$ cat config.mk
export PLATFORM = sky130hd
export DESIGN_NAME = rf_wb_arbiter
export DESIGN_NICKNAME = d
export VERILOG_FILES = /design/src/rtl/rf_wb_pkg.sv /design/src/rtl/rf_wb_scoreboard.sv /design/src/rtl/rf_wb_arbiter.sv
export SDC_FILE = /design/constraint.sdc
export NUM_CORES = 1
export LEC_CHECK = 0
export CAP_MARGIN = 5
export CORE_MARGIN = 1.5
export CORE_UTILIZATION = 45
export CTS_BUF_LIST = sky130_fd_sc_hd__clkbuf_16
export DETAILED_ROUTE_END_ITERATION = 10
export GPL_TIMING_DRIVEN = 1
export PLACE_DENSITY = 0.8
export SLEW_MARGIN = 20
export SYNTH_ARGS = -nofsm -noshare
export SYNTH_HDL_FRONTEND = slang
export SYNTH_SLANG_ARGS = --single-unit
export TNS_END_PERCENT = 10
$ cat constraint.sdc
create_clock -name i_clk -period 3.31 [get_ports i_clk]
set_clock_uncertainty 0.1 [all_clocks]
set_input_delay 0.8275 -clock i_clk [delete_from_list [all_inputs] [get_ports i_clk]]
set_output_delay 0.8275 -clock i_clk [all_outputs]
set_load 0.01 [all_outputs]
$ cat src/rtl/rf_wb_pkg.sv
// Shared constants, typedefs and the round-robin pick for the register-file writeback arbiter.
package rf_wb_pkg;

    localparam int NUM_REQ       = 2;
    localparam int REQ_ALU       = 0;
    localparam int REQ_LSU       = 1;
    localparam int RF_ADDR_WIDTH = 5;
    localparam int RF_DATA_WIDTH = 32;

    typedef logic [RF_ADDR_WIDTH-1:0] rf_addr_t;
    typedef logic [RF_DATA_WIDTH-1:0] rf_data_t;

    // A tie goes to the requester that did not win last time.
    function automatic logic [NUM_REQ-1:0] rr_grant(input logic [NUM_REQ-1:0] valid,
                                                   input logic                last_grant);
        logic [NUM_REQ-1:0] gnt;
        gnt = '0;
        case (valid)
            2'b01:   gnt = 2'b01;
            2'b10:   gnt = 2'b10;
            2'b11:   gnt = last_grant ? 2'b01 : 2'b10;
            default: gnt = '0;
        endcase
        return gnt;
    endfunction

endpackage

$ cat src/rtl/rf_wb_scoreboard.sv
// Pending-write scoreboard: one bit per architectural register, set on issue, cleared on writeback.
module rf_wb_scoreboard
    import rf_wb_pkg::*;
#(
    parameter int ADDR_WIDTH = RF_ADDR_WIDTH,
    parameter int REG_AMOUNT = 32
) (
    input  logic                  i_clk,
    input  logic                  i_rst_n,
    input  logic                  i_issue_valid,
    input  logic [ADDR_WIDTH-1:0] i_issue_rd,
    output logic                  o_issue_ready,
    input  logic                  i_clr_en,
    input  logic [ADDR_WIDTH-1:0] i_clr_addr,
    input  logic [ADDR_WIDTH-1:0] i_rd_addrA,
    input  logic [ADDR_WIDTH-1:0] i_rd_addrB,
    output logic                  o_busyA,
    output logic                  o_busyB
);

    localparam logic [REG_AMOUNT-1:0] KEEP_MASK = {{(REG_AMOUNT-1){1'b1}}, 1'b0};

    logic [REG_AMOUNT-1:0] pending;
    logic [REG_AMOUNT-1:0] set_vec;
    logic [REG_AMOUNT-1:0] clr_vec;

    assign o_issue_ready = !i_issue_valid || (i_issue_rd == '0) || !pending[i_issue_rd];

    always_comb begin
        set_vec = '0;
        clr_vec = '0;
        if (i_issue_valid && o_issue_ready && (i_issue_rd != '0))
            set_vec[i_issue_rd] = 1'b1;
        if (i_clr_en)
            clr_vec[i_clr_addr] = 1'b1;
    end

    // Set is applied after clear so a same-cycle reissue keeps the register pending.
    always_ff @(posedge i_clk or negedge i_rst_n) begin
        if (!i_rst_n)
            pending <= '0;
        else
            pending <= ((pending & ~clr_vec) | set_vec) & KEEP_MASK;
    end

    assign o_busyA = pending[i_rd_addrA];
    assign o_busyB = pending[i_rd_addrB];

endmodule

$ cat src/rtl/rf_wb_arbiter.sv
// Round-robin arbiter for the register-file write port plus pending-write scoreboard.
// Define RF_WB_BYPASS_EN to add forwarding of the registered write to the decode read ports.
module rf_wb_arbiter
    import rf_wb_pkg::*;
#(
    parameter int ADDR_WIDTH = RF_ADDR_WIDTH,
    parameter int DATA_WIDTH = RF_DATA_WIDTH,
    parameter int REG_AMOUNT = 32
) (
    input  logic                          i_clk,
    input  logic                          i_rst_n,
    input  logic                          i_issue_valid,
    input  logic [ADDR_WIDTH-1:0]         i_issue_rd,
    output logic                          o_issue_ready,
    input  logic [NUM_REQ-1:0]            i_req_valid,
    input  logic [NUM_REQ*ADDR_WIDTH-1:0] i_req_addr,
    input  logic [NUM_REQ*DATA_WIDTH-1:0] i_req_data,
    output logic [NUM_REQ-1:0]            o_req_ready,
    output logic                          o_w_enable,
    output logic [ADDR_WIDTH-1:0]         o_w_addr,
    output logic [DATA_WIDTH-1:0]         o_w_data,
`ifdef RF_WB_BYPASS_EN
    output logic                          o_fwdA_valid,
    output logic                          o_fwdB_valid,
    output logic [DATA_WIDTH-1:0]         o_fwdA_data,
    output logic [DATA_WIDTH-1:0]         o_fwdB_data,
`endif
    input  logic [ADDR_WIDTH-1:0]         i_rd_addrA,
    input  logic [ADDR_WIDTH-1:0]         i_rd_addrB,
    output logic                          o_busyA,
    output logic                          o_busyB
);

    logic [NUM_REQ-1:0]    gnt;
    logic                  last_grant;
    logic                  hs;
    logic                  sel;
    logic [ADDR_WIDTH-1:0] sel_addr;
    logic [DATA_WIDTH-1:0] sel_data;
    logic                  sb_busyA;
    logic                  sb_busyB;

    assign gnt         = rr_grant(i_req_valid, last_grant);
    assign o_req_ready = gnt;
    assign hs          = |gnt;
    assign sel         = gnt[REQ_LSU];
    assign sel_addr    = sel ? i_req_addr[ADDR_WIDTH +: ADDR_WIDTH] : i_req_addr[0 +: ADDR_WIDTH];
    assign sel_data    = sel ? i_req_data[DATA_WIDTH +: DATA_WIDTH] : i_req_data[0 +: DATA_WIDTH];

    // Writes to register 0 are accepted and dropped here; addr/data still follow the handshake.
    always_ff @(posedge i_clk or negedge i_rst_n) begin
        if (!i_rst_n) begin
            last_grant <= 1'b1;
            o_w_enable <= 1'b0;
            o_w_addr   <= '0;
            o_w_data   <= '0;
        end else begin
            o_w_enable <= hs && (sel_addr != '0);
            if (hs) begin
                last_grant <= sel;
                o_w_addr   <= sel_addr;
                o_w_data   <= sel_data;
            end
        end
    end

    rf_wb_scoreboard #(
        .ADDR_WIDTH (ADDR_WIDTH),
        .REG_AMOUNT (REG_AMOUNT)
    ) u_sb (
        .i_clk         (i_clk),
        .i_rst_n       (i_rst_n),
        .i_issue_valid (i_issue_valid),
        .i_issue_rd    (i_issue_rd),
        .o_issue_ready (o_issue_ready),
        .i_clr_en      (o_w_enable),
        .i_clr_addr    (o_w_addr),
        .i_rd_addrA    (i_rd_addrA),
        .i_rd_addrB    (i_rd_addrB),
        .o_busyA       (sb_busyA),
        .o_busyB       (sb_busyB)
    );

`ifdef RF_WB_BYPASS_EN
    // o_w_enable already implies a nonzero o_w_addr, so register 0 never forwards.
    assign o_fwdA_valid = o_w_enable && (o_w_addr == i_rd_addrA);
    assign o_fwdB_valid = o_w_enable && (o_w_addr == i_rd_addrB);
    assign o_fwdA_data  = o_w_data;
    assign o_fwdB_data  = o_w_data;
    assign o_busyA      = sb_busyA && !o_fwdA_valid;
    assign o_busyB      = sb_busyB && !o_fwdB_valid;
`else
    assign o_busyA      = sb_busyA;
    assign o_busyB      = sb_busyB;
`endif

endmodule

==> results.sh, run 1 <==
export IMPL_outcome="finished with violations"
export IMPL_violations="setup timing"
export IMPL_rsz0062_at_grt="yes"
export IMPL_cp_start_kind="input port"
export IMPL_finalSetupViolations=2
export IMPL_fin_crit_sh_pct=101
export IMPL_rr_worst_depth=3
export IMPL_vdd_ir_drop_max_uv=391
export IMPL_period_needed_ns=3.34
export IMPL_htree_levels=3
export IMPL_p_total_mw=3.63
export IMPL_holdBufCountCts=0
export IMPL_grt_pass1_wl_mm=20.0
export IMPL_fp_dieW_um=94.9
export IMPL_drv_slew=0
export IMPL_crit_type="in2out"
export IMPL_cts_root_buffer="clkbuf_16"
export IMPL_drtPass1Iterations=5
export IMPL_met3_length_mm=1.41
export IMPL_wl_per_cell_um=20.1
export IMPL_end_kind="output pin"
export IMPL_placed_cell_area_mm2=0.00540
export IMPL_regToRegEndpoint="u_sb.pending[5]"
export IMPL_cts_buffers=9
export IMPL_io_buffers=136
export IMPL_yosys_area_share_simple_pct=14.5
export IMPL_synth_xor_area_share_pct=0
export IMPL_slew_headroom_pct=57.7
export IMPL_synthDominantCellAreaShare_pct=45.4
export IMPL_yosys_top_cells_area="dfrtp_1, mux4_2, nor2_1, o21ai_0, o22ai_1"
export IMPL_ys_seq_area_share_pct=46.1
export IMPL_clock_latency_ns=0.33
export IMPL_grt_pass1_vias=4042
export IMPL_final_nets=613
export IMPL_clock_tree_buffer_depth=2
export IMPL_top_layer_used="met4"
export IMPL_cp_arrival_ns=2.41
export IMPL_wl_met1_mm=4.67
export IMPL_antenna_found_initial=0
export IMPL_synth_mux_area_share_pct=17.3
export IMPL_io_pins=137
export IMPL_synth_compound_area_share_pct=18.4
export IMPL_synthAdderAreaFrac_pct=0
export IMPL_power_density_mw_per_mm2=625
export IMPL_cts_tree="built"
export IMPL_ys_warn_count=0
export IMPL_antenna_cells=0
export IMPL_ys_seq_elements=70
export IMPL_worst_hold_path_type="in2async"
export IMPL_setup_worst_path_end="o_busyA"
export IMPL_gp_congestion=0.908
export IMPL_dr_wl_met2_mm=6.09
export IMPL_final_area_mm2=0.00581
export IMPL_crit_path_start="i_rd_addrA[0]"
export IMPL_dieArea_mm2=0.00901
export IMPL_max_cap_violations=0
export IMPL_synth_cell_types=32
export IMPL_r2r_slack_ns=1.39
export IMPL_final_common_cell="clkdlybuf4s50_1"
export IMPL_hold_viol_final=0
export IMPL_worstPathRequired_ns=2.38
export IMPL_area_growth_pct=52.7
export IMPL_drive_above_1_share_pct=18.5
export IMPL_crit_fanout=8
export IMPL_drcViolationCount=0
export IMPL_clk_pin_slew_ns=0.06
export IMPL_max_freq_ghz=0.299
export IMPL_r2r_start="u_sb.pending[7]"
export IMPL_p_leak_nw=2.32
export IMPL_syn_nets=463
export IMPL_hpwlAfterDp_mm=8.92
export IMPL_tightestPinTransition_ns=0.635
export IMPL_yosys_area_top_type="dfrtp_1"
export IMPL_rows=33
export IMPL_coreArea_mm2=0.00822
export IMPL_final_cell_mix="clkdlybuf4s50_1, nor2_1, dfrtp_1"
export IMPL_routed_wl_mm=12.6
export IMPL_drt_iter0_drc=232
export IMPL_syn_area_mm2=0.00380
export IMPL_gr_total_overflow=0
export IMPL_grtUsageTotal_pct=29.5
export IMPL_cts_sinks=70
export IMPL_viasPerCell=6.00
export IMPL_synth_top_family_by_area="compound AO/OA/AOI/OAI gates"
export IMPL_grt_max_degree=39
export IMPL_nFillCells=590
export IMPL_netlist_instances=369
export IMPL_chipHeight_um=94.9
export IMPL_fin_ws_ns=-0.0300
export IMPL_postRouteAntennaNets=0
export IMPL_start_util_pct=46.3
export IMPL_vias=3773
export IMPL_syn_area_per_cell_um2=10.3
metrics by stage:
stage          std cells  setup WS, ns  setup TNS (ns)  utilization, %  hold WS, ns
2_1_floorplan        369        0.0618               0               -        0.398
3_3_place_gp         609        -0.796           -2.31            65.8        0.403
3_5_place_dp         609        -0.844           -2.40            65.8        0.409
4_1_cts              628       -0.0386         -0.0638            70.4        0.398
5_1_grt              629       -0.0592          -0.149            70.7        0.417
6_report             629       -0.0300         -0.0597            70.7        0.389
cell families (layout without fill, tap and decap cells):
family / Yosys count / count (layout)
muxes: 39 / 39
AOI/OAI and AO/OA: 111 / 111
and+or+nand+nor: 117 / 117
DFF: 70 / 70
buffers and inverters: 32 / 187
how the worst min path moves through the flow:
stage	from	depth (start not counted)	to
floorplan	u_sb.pending[6]	2	u_sb.pending[6]
global placement	o_w_data[3]	2	o_w_data[3]
detailed placement	o_w_data[9]	2	o_w_data[9]
CTS	i_rst_n	1	u_sb.pending[29]
global route	i_rst_n	1	u_sb.pending[29]
finish	i_rst_n	1	u_sb.pending[29]
area by class of cell:
class / instances / area [um2] / area share, %
Multi-Input combinational cell: 267 / 1930 / 33.3
Sequential cell: 70 / 1750 / 30.2
Timing Repair Buffer: 166 / 1650 / 28.4
Clock buffer: 9 / 225 / 3.88
Tap cell: 105 / 131 / 2.26
Clock inverter: 7 / 96.3 / 1.66
Inverter: 5 / 18.8 / 0.323
synthesized netlist by cell type:
library cell and n:
nor2_1 70, dfrtp_1 69, o21ai_0 46, o22ai_1 36
mux4_2 21, clkbuf_1 19, o31ai_1 19, nand2_1 16
mux2i_1 14, nand3b_1 11, or3b_2 6, inv_1 5
o221a_2 5, mux2_2 4, nand3_1 4, buf_2 3
buf_4 3, nand4_1 2, or3_1 2, or4_1 2
buf_1 1, buf_6 1, dfstp_2 1, nand2b_1 1
nor4bb_1 1, o21a_1 1, o21ai_1 1, o21bai_1 1
o221ai_2 1, o311ai_1 1, or2_2 1, or4b_1 1
timing repair:
item | 4_1_cts | 5_1_grt
gates resized for setup | 41 | 7
buffers inserted | 2 | 0
gates cloned | 1 | 1
setup endpoints to repair | 3 | 3
routing by layer:
| metal | global-route usage (%) | vias up |
|---|---|---|
| met5 | 0 | - |
| met4 | 15.8 | 0 |
| met3 | 10.1 | 49 |
| met2 | 48.8 | 236 |
| met1 | 33.6 | 1796 |
| li1 | - | 1692 |
critical path, stage by stage:
cell and delay, ns:
buf_6 0.08, buf_12 0.12, mux4_2 0.51, mux4_2 0.47, mux2_4 0.29, buf_6 0.12
where the power goes:
| group | switching (mW) | internal, mW |
|---|---|---|
| Combinational | 0.473 | 0.691 |
| Clock | 0.362 | 0.661 |
| Sequential | 0.334 | 1.11 |
flip-flops by register name (all words and copies together) (netlist names):
register and flops:
last_grant 1, o_w_addr 5, o_w_data 32, u_sb.pending 31, o_w_enable 1
Power figures use the tool's default switching activity.
==> inputs of run 2 (changes only) <==
SKIP_CTS_REPAIR_TIMING = 1   (was default)
==> results.sh, run 2 (synthesis gave the netlist of run 1 again) <==
export IMPL_outcome="finished with violations"
export IMPL_violations="setup timing"
export IMPL_p_leak_nw=2.37
export IMPL_regToRegEndpoint="u_sb.pending[7]"
export IMPL_worstPathRequired_ns=2.38
export IMPL_fin_crit_sh_pct=101
export IMPL_hold_viol_final=0
export IMPL_p_total_mw=3.62
export IMPL_r2r_slack_ns=1.40
export IMPL_whs_ns=0.392
export IMPL_rsz0062_at_grt="yes"
export IMPL_drt_iter0_drc=231
export IMPL_final_area_mm2=0.00584
export IMPL_max_cap_violations=0
export IMPL_largest_reg_flops=32
export IMPL_slew_headroom_pct=57.0
export IMPL_period_needed_ns=3.34
export IMPL_drv_slew=0
export IMPL_hpwlAfterDp_mm=8.92
export IMPL_cts_root_buffer="clkbuf_16"
export IMPL_reg_top3="o_w_data x32, u_sb.pending x31, o_w_addr x5"
export IMPL_final_cells=628
export IMPL_clk_pin_slew_ns=0.06
export IMPL_drcViolationCount=0
export IMPL_final_nets=612
export IMPL_wl_per_cell_um=19.9
export IMPL_crit_type="in2out"
export IMPL_cp_start_kind="input port"
export IMPL_drtPass1Iterations=5
export IMPL_final_common_cell="clkdlybuf4s50_1"
export IMPL_grt_max_degree=39
export IMPL_regArea_mm2=0.00175
export IMPL_grtUsageTotal_pct=29.0
export IMPL_tightestPinTransition_ns=0.644
export IMPL_start_util_pct=46.3
export IMPL_placed_cell_area_mm2=0.00540
export IMPL_cts_buffers=9
export IMPL_r2r_start="u_sb.pending[7]"
export IMPL_top_register="o_w_data"
export IMPL_rows=33
export IMPL_nFillCells=586
export IMPL_max_freq_ghz=0.299
export IMPL_clock_latency_ns=0.33
export IMPL_gr_total_overflow=0
export IMPL_end_kind="output pin"
export IMPL_routed_wl_mm=12.5
export IMPL_coreArea_mm2=0.00822
export IMPL_dp_worst_setup_slack_ns=-0.844
export IMPL_io_buffers=136
export IMPL_vdd_ir_drop_max_uv=392
export IMPL_antenna_cells=0
export IMPL_worst_hold_path_type="in2async"
export IMPL_power_density_mw_per_mm2=620
export IMPL_cts_sinks=70
export IMPL_grt_pass1_vias=3986
export IMPL_htree_levels=3
export IMPL_crit_fanout=4
export IMPL_dieArea_mm2=0.00901
export IMPL_crit_path_start="i_rd_addrB[0]"
export IMPL_finalSetupViolations=2
export IMPL_drive_above_1_share_pct=17.8
export IMPL_chipHeight_um=94.9
export IMPL_grt_pass1_wl_mm=19.7
export IMPL_fin_ws_ns=-0.0291
export IMPL_antenna_found_initial=0
export IMPL_postRouteAntennaNets=0
export IMPL_gp_congestion=0.908
export IMPL_area_growth_pct=53.5
export IMPL_clock_tree_buffer_depth=2
export IMPL_multiInputGateArea_mm2=0.00193
export IMPL_vias=3760
export IMPL_final_cell_mix="clkdlybuf4s50_1, nor2_1, dfrtp_1"
export IMPL_fp_dieW_um=94.9
export IMPL_cp_arrival_ns=2.41
export IMPL_io_pins=137
export IMPL_viasPerCell=5.99
export IMPL_rr_worst_depth=3
export IMPL_placed_cells=609
export IMPL_cts_tree="built"
==> run 2: worst max-delay path: stages <==
cell and delay (ns):
buf_8 0.09, clkbuf_16 0.13, mux4_2 0.47, mux4_2 0.48, mux2_4 0.29, buf_6 0.12
==> run 2: metrics by stage <==
step / utilization, % / TNS (ns)
2_1_floorplan: - / 0
3_3_place_gp: 65.8 / -2.31
3_5_place_dp: 65.8 / -2.40
4_1_cts: 69.7 / -2.42
5_1_grt: 71.1 / -0.127
6_report: 71.1 / -0.0513
==> run 2: where the power goes <==
| group | internal [mW] | leakage (nW) | switching, mW |
|---|---|---|---|
| combinational | 0.692 | 1.41 | 0.468 |
| clock | 0.661 | 0.160 | 0.362 |
| sequential | 1.11 | 0.799 | 0.323 |
==> run 2: per-layer routing <==
metal | track usage, % | vias up | share of wire (%)
li1 | - | 1691 | -
met1 | 33.2 | 1799 | 38
met2 | 47.8 | 225 | 48
met3 | 9.74 | 45 | 11
met4 | 15.9 | 0 | 3.6
met5 | 0 | - | 0
==> run 2: worst max path at each step <==
| stage | slack, ns | cells after the start | endpoint |
|---|---|---|---|
| floorplan | 0.06 | 6 | o_busyA |
| global placement | -0.80 | 6 | o_busyA |
| global route | -0.07 | 6 | o_busyB |
| detailed placement | -0.84 | 6 | o_busyA |
| CTS | -0.85 | 6 | o_busyA |
| finish | -0.03 | 6 | o_busyB |
==> run 2: cell type report <==
cell class,instances,share of cell area [%]
multi-input cells,267,33.0
flip-flops and latches,70,30.0
repair buffers,165,28.9
clock buffers,9,3.86
well taps,105,2.25
clock inverters,7,1.65
inverters,5,0.321
==> inputs of run 3 (changes only) <==
CTS_CLUSTER_DIAMETER = 150   (was default)
==> results of run 3 <==
Same layout as run 2: the final DEF is identical, and so are final timing and power.
